--- config.mk ---
export PLATFORM = sky130hd
export DESIGN_NAME = wb_cmd_master
export DESIGN_NICKNAME = d
export VERILOG_FILES = /design/src/rtl/wb_pkg.sv /design/src/rtl/wb_cmd_master.sv
export SDC_FILE = /design/constraint.sdc
export NUM_CORES = 1
export LEC_CHECK = 0
export ABC_AREA = 0
export CORE_ASPECT_RATIO = 0.7
export CORE_MARGIN = 1
export CORE_UTILIZATION = 40
export CTS_CLUSTER_SIZE = 40
export DETAILED_ROUTE_END_ITERATION = 6
export PLACE_DENSITY = 0.88
export SLEW_MARGIN = 20
export SYNTH_ARGS = -nofsm -noshare
export SYNTH_HDL_FRONTEND = slang
export SYNTH_SLANG_ARGS = --single-unit
--- constraint.sdc ---
create_clock -name i_clk -period 5.8 [get_ports i_clk]
set_input_delay 1.16 -clock i_clk [delete_from_list [all_inputs] [get_ports i_clk]]
set_output_delay 1.16 -clock i_clk [all_outputs]
set_load 0.03 [all_outputs]
--- src/rtl/wb_pkg.sv ---
// Shared Wishbone definitions for the bus masters and slaves in this design.
package wb_pkg;

    localparam int WB_ADDR_W = 30;
    localparam int WB_DATA_W = 32;
    localparam int WB_SEL_W  = 4;

    // Single-beat pipelined master: idle, strobing, waiting for ack/err.
    typedef enum logic [1:0] {
        IDLE = 2'd0,
        REQ  = 2'd1,
        WAIT = 2'd2
    } wb_mstate_t;

endpackage

--- src/rtl/wb_cmd_master.sv ---
// Wishbone B4 pipelined single-beat master: one bus transaction and one
// response per accepted command. Every transaction ends on ack, err or a
// bounded timeout so a dead slave cannot wedge the command source.
module wb_cmd_master
    import wb_pkg::*;
#(
    parameter int TIMEOUT = 255,
    parameter int TO_W    = 16
) (
    input  logic                 i_clk,
    input  logic                 i_reset,
    input  logic                 i_cmd_valid,
    output logic                 o_cmd_ready,
    input  logic                 i_cmd_we,
    input  logic [WB_ADDR_W-1:0] i_cmd_addr,
    input  logic [WB_DATA_W-1:0] i_cmd_data,
    input  logic [WB_SEL_W-1:0]  i_cmd_sel,
    output logic                 o_wb_cyc,
    output logic                 o_wb_stb,
    output logic                 o_wb_we,
    output logic [WB_ADDR_W-1:0] o_wb_addr,
    output logic [WB_DATA_W-1:0] o_wb_data,
    output logic [WB_SEL_W-1:0]  o_wb_sel,
    input  logic                 i_wb_stall,
    input  logic                 i_wb_ack,
    input  logic                 i_wb_err,
    input  logic [WB_DATA_W-1:0] i_wb_data,
    output logic                 o_rsp_valid,
    output logic [WB_DATA_W-1:0] o_rsp_data,
    output logic                 o_rsp_err,
    output logic                 o_rsp_timeout,
    output logic                 o_busy
);

    wb_mstate_t            state_q, state_d;
    logic [TO_W-1:0]       to_cnt_q, to_cnt_d;
    logic                  we_q;
    logic [WB_ADDR_W-1:0]  addr_q;
    logic [WB_DATA_W-1:0]  wdata_q;
    logic [WB_SEL_W-1:0]   sel_q;
    logic                  rsp_valid_q, rsp_valid_d;
    logic [WB_DATA_W-1:0]  rsp_data_q, rsp_data_d;
    logic                  rsp_err_q, rsp_err_d;
    logic                  rsp_to_q, rsp_to_d;
    logic                  accept;
    logic                  to_hit;

    assign accept = (state_q == IDLE) && i_cmd_valid;
    // Counter is 0 in the first stb cycle, so this fires TIMEOUT cycles in.
    assign to_hit = (to_cnt_q == TO_W'(TIMEOUT - 1));

    // Next state, timeout count and the response to publish next cycle.
    always_comb begin
        state_d     = state_q;
        to_cnt_d    = to_cnt_q;
        rsp_valid_d = 1'b0;
        rsp_data_d  = rsp_data_q;
        rsp_err_d   = rsp_err_q;
        rsp_to_d    = rsp_to_q;
        case (state_q)
            IDLE: begin
                if (i_cmd_valid) begin
                    state_d  = REQ;
                    to_cnt_d = '0;
                end
            end
            REQ, WAIT: begin
                to_cnt_d = to_cnt_q + TO_W'(1);
                // ack/err win over the timeout and also end a stalled REQ.
                if (i_wb_ack || i_wb_err) begin
                    state_d     = IDLE;
                    rsp_valid_d = 1'b1;
                    rsp_err_d   = i_wb_err;
                    rsp_to_d    = 1'b0;
                    rsp_data_d  = (i_wb_ack && !i_wb_err && !we_q) ? i_wb_data : '0;
                end else if (to_hit) begin
                    state_d     = IDLE;
                    rsp_valid_d = 1'b1;
                    rsp_err_d   = 1'b1;
                    rsp_to_d    = 1'b1;
                    rsp_data_d  = '0;
                end else if (state_q == REQ && !i_wb_stall) begin
                    state_d = WAIT;
                end
            end
            default: state_d = IDLE;
        endcase
    end

    // FSM, timeout counter and response registers.
    always_ff @(posedge i_clk or posedge i_reset) begin
        if (i_reset) begin
            state_q     <= IDLE;
            to_cnt_q    <= '0;
            rsp_valid_q <= 1'b0;
            rsp_data_q  <= '0;
            rsp_err_q   <= 1'b0;
            rsp_to_q    <= 1'b0;
        end else begin
            state_q     <= state_d;
            to_cnt_q    <= to_cnt_d;
            rsp_valid_q <= rsp_valid_d;
            rsp_data_q  <= rsp_data_d;
            rsp_err_q   <= rsp_err_d;
            rsp_to_q    <= rsp_to_d;
        end
    end

    // Bus request fields: loaded on accept, held after completion.
    always_ff @(posedge i_clk or posedge i_reset) begin
        if (i_reset) begin
            we_q    <= 1'b0;
            addr_q  <= '0;
            wdata_q <= '0;
            sel_q   <= '0;
        end else if (accept) begin
            we_q    <= i_cmd_we;
            addr_q  <= i_cmd_addr;
            wdata_q <= i_cmd_data;
            sel_q   <= i_cmd_sel;
        end
    end

    assign o_cmd_ready   = (state_q == IDLE);
    assign o_busy        = (state_q != IDLE);
    assign o_wb_cyc      = (state_q != IDLE);
    assign o_wb_stb      = (state_q == REQ);
    assign o_wb_we       = we_q;
    assign o_wb_addr     = addr_q;
    assign o_wb_data     = wdata_q;
    assign o_wb_sel      = sel_q;
    assign o_rsp_valid   = rsp_valid_q;
    assign o_rsp_data    = rsp_data_q;
    assign o_rsp_err     = rsp_err_q;
    assign o_rsp_timeout = rsp_to_q;

endmodule

==> flow_metrics.tcl <==
set metrics [dict create \
    status "finished clean" \
    finalHoldViolations 0 \
    ys.flop_type "dfrtp_1" \
    min_delay_path_depth 1 \
    yosysWarnings 0 \
    cpPeakStageDelay_ns 0.69 \
    avgSynthCellArea_um2 14.2 \
    yosysUniqueCellTypes 39 \
    rsz0062_at_grt "false" \
    setup_viol 0 \
    slew_violations 0 \
    final_area_um2 7650 \
    setup_tns_ns 0 \
    required_ns 4.64 \
    critical_path_class "reg -> out" \
    pin_count 211 \
    ir_worst_vdd_v 0.000397 \
    nets 664 \
    relSlewSlack_pct 43.7 \
    clk_path_buf_depth 2 \
    slowest_stage "clkdlybuf4s50_1" \
    max_freq_mhz 324 \
    pwr_density_cell_nw_per_um2 598 \
    grt_max_degree 72 \
    layout_common_cells "210 x clkdlybuf4s50_1, 120 x dfrtp_1, 68 x mux2_2" \
    initial_core_util_pct 41.2 \
    areaGrowthSynthToFinish_pct 57.6 \
    grt_usage_pct 19.3 \
    post_cts_resize_count 0 \
    period_minus_slack_ns 3.09 \
    synthTopCellsByArea "dfrtp_1 62%, mux2_2 16%, a22o_2 6.0%" \
    cp_common_cell "inv_1" \
    fp-row-count 33 \
    nFillCells 857 \
    p_total_mw 4.58 \
    cts_made_buffers 17 \
    die_w_um 134 \
    dieArea_um2 12600 \
    critPathLaunch "state_q[1]" \
    critPathMaxFanout 4 \
    clkSinkCount 120 \
    drt-total-wl_mm 11.9 \
    drt-initial-drc-count 85 \
    drt_pass1_iterations 5 \
    ys_seq_area_share_pct 61.9 \
    root_buffer "clkbuf_16" \
    ys_ff_latch 120 \
    grt_pass1_wl_mm 18.7 \
    r2r_slack_ns 3.42 \
    p_sw_share_pct 38.4 \
    cp_cell_sequence "inv_1 > ha_1 > inv_1 > clkdlybuf4s50_1" \
    place.gp.congestion 0.798 \
    min_to "o_wb_data[3]" \
    p_sw_mw 1.76 \
    via_count 3623 \
    pwr-share-comb_pct 48.2 \
    drive_above_1_share_pct 24.6 \
    dpl.hpwl_mm 8.66 \
    arrival_ns 1.93 \
    htree_levels 4 \
    fin_worst_skew_ns 0.0108 \
    r2r_end "o_wb_addr[26]" \
    syn-num-nets 453 \
    clock_latency_ns 0.40 \
    final_antenna_net_count 0 \
    crit_path_end_kind "output port" \
    dpl-instance-area_um2 7080 \
    cap_violations 0 \
    die_h_um 94.2 \
    post-route-util_pct 65.0 \
    antenna_found_initial 1 \
    cts_tree "done" \
    leakagePower_nw 3.23 \
    worstHoldPathType "reg -> reg" \
    synth_top_area_cell "dfrtp_1" \
    internal_power_mw 2.82 \
    grt_overflow_total 0 \
    drt-vias-per-instance 5.02 \
    grt_pass1_vias 3667 \
    synth-edff-count 0 \
    layout_commonest_cell "clkdlybuf4s50_1" \
    port_buffers 210 \
    synth_area_um2 4850 \
    netlist_instances 341 \
    p_clk_share_pct 21.7 \
    hold_buffers 0 \
    finalCritPeriodShare_pct 53.3 \
    synth_top_area_share_pct 61.9 \
    rr_worst_depth 5 \
    wl_per_cell_um 16.5 \
    synth-async-reset-ratio_pct 100 \
    cts_setup_buffers 0 \
    seqPwrFrac_pct 30.1 \
    tightestPinTransition_ns 0.841 \
    reg2reg_from "state_q[1]" \
    cp-start-kind "flop" \
    remaining_drc_errors 0 \
    min_from "o_wb_data[3]" \
    clk_pin_slew_ns 0.05 \
    core_um2 11800 \
]
[cells in the mapped netlist (3+ instances only)]
| master | n |
|---|---|
| inv_1 | 7 |
| mux2_2 | 68 |
| o31ai_1 | 4 |
| a22o_2 | 29 |
| ha_1 | 7 |
| nand2_1 | 9 |
| buf_6 | 3 |
| a22o_1 | 6 |
| o21ai_0 | 5 |
| nand3_1 | 5 |
| a21oi_1 | 9 |
| clkbuf_1 | 15 |
| nor4_1 | 4 |
| dfrtp_1 | 120 |
| nand4_1 | 4 |
| xnor2_1 | 4 |
| or4_1 | 4 |
| or3_1 | 5 |
| nor2_1 | 9 |
[kinds of logic after synthesis]
logic type	synth area share [%]
muxes	16.0
buffers and inverters	2.76
and+or+nand+nor	6.73
xor gates and xnor gates	0.902
DFF	61.9
AOI/OAI and AO/OA	9.93
adders and majority gates	1.80
[metal layers]
layer / part of all wire (%) / vias up / wire length, um / GRT usage (%)
met4: 1.8 / 0 / 218 / 7.48
li1: - / 1665 / - / -
met1: 42 / 1792 / 4990 / 23.3
met3: 6.7 / 15 / 800 / 6.15
met5: 0 / - / 0 / 0
met2: 49 / 151 / 5890 / 32.3
[how the worst max path moves through the flow]
| stage | endpoint | slack [ns] | cells after the start |
|---|---|---|---|
| CTS | o_wb_cyc | 2.69 | 4 |
| detailed placement | o_wb_addr[26] | 2.50 | 4 |
| global route | o_wb_cyc | 2.64 | 4 |
| finish | o_wb_cyc | 2.71 | 4 |
| floorplan | o_rsp_data[0] | 1.45 | 1 |
| global placement | o_wb_data[13] | 2.58 | 4 |
[sequential cells by signal, indices dropped and copies added, names as in the netlist]
| signal | cells |
|---|---|
| o_rsp_data | 32 |
| o_rsp_err | 1 |
| o_rsp_timeout | 1 |
| o_rsp_valid | 1 |
| o_wb_addr | 30 |
| o_wb_data | 32 |
| o_wb_sel | 4 |
| o_wb_we | 1 |
| state_q | 2 |
| to_cnt_q | 16 |
[power groups by stage]
stage          clock (mW)  combinational (mW)  sequential (mW)
4_1_cts              1.02                2.22             1.38
6_report            0.993                2.21             1.38
2_1_floorplan           0               0.670             2.02
3_5_place_dp            0                2.21             1.39
5_1_grt              1.06                2.31             1.42
3_3_place_gp            0                2.17             1.36
[layout make-up]
| class | count | area [um2] | area share [%] |
|---|---|---|---|
| multi-input cells | 193 | 1720 | 22.5 |
| clock inverters | 13 | 130 | 1.70 |
| flip-flops and latches | 120 | 3000 | 39.3 |
| inverters | 7 | 28.8 | 0.376 |
| clock buffers | 18 | 439 | 5.74 |
| repair buffers | 213 | 2120 | 27.8 |
| well taps | 157 | 196 | 2.57 |
| diodes | 1 | 2.50 | 0.0327 |
[per-stage QoR]
| stage | hold slack (ns) | std cells | setup slack (ns) |
|---|---|---|---|
| after global routing | 0.519 | 722 | 2.64 |
| after floorplan | 0.511 | 341 | 1.45 |
| final | 0.502 | 722 | 2.71 |
| after CTS | 0.505 | 721 | 2.69 |
| after detailed placement | 0.490 | 690 | 2.50 |
| after global placement | 0.487 | 690 | 2.58 |
[critical path, delay by kind of cell (launching register included)]
family     cells  cell delay (ns)
buf+inv        3             0.89
fa+ha+maj      1             0.23
flops          1             0.41
Note: power is estimated with default switching activity, not from simulation.
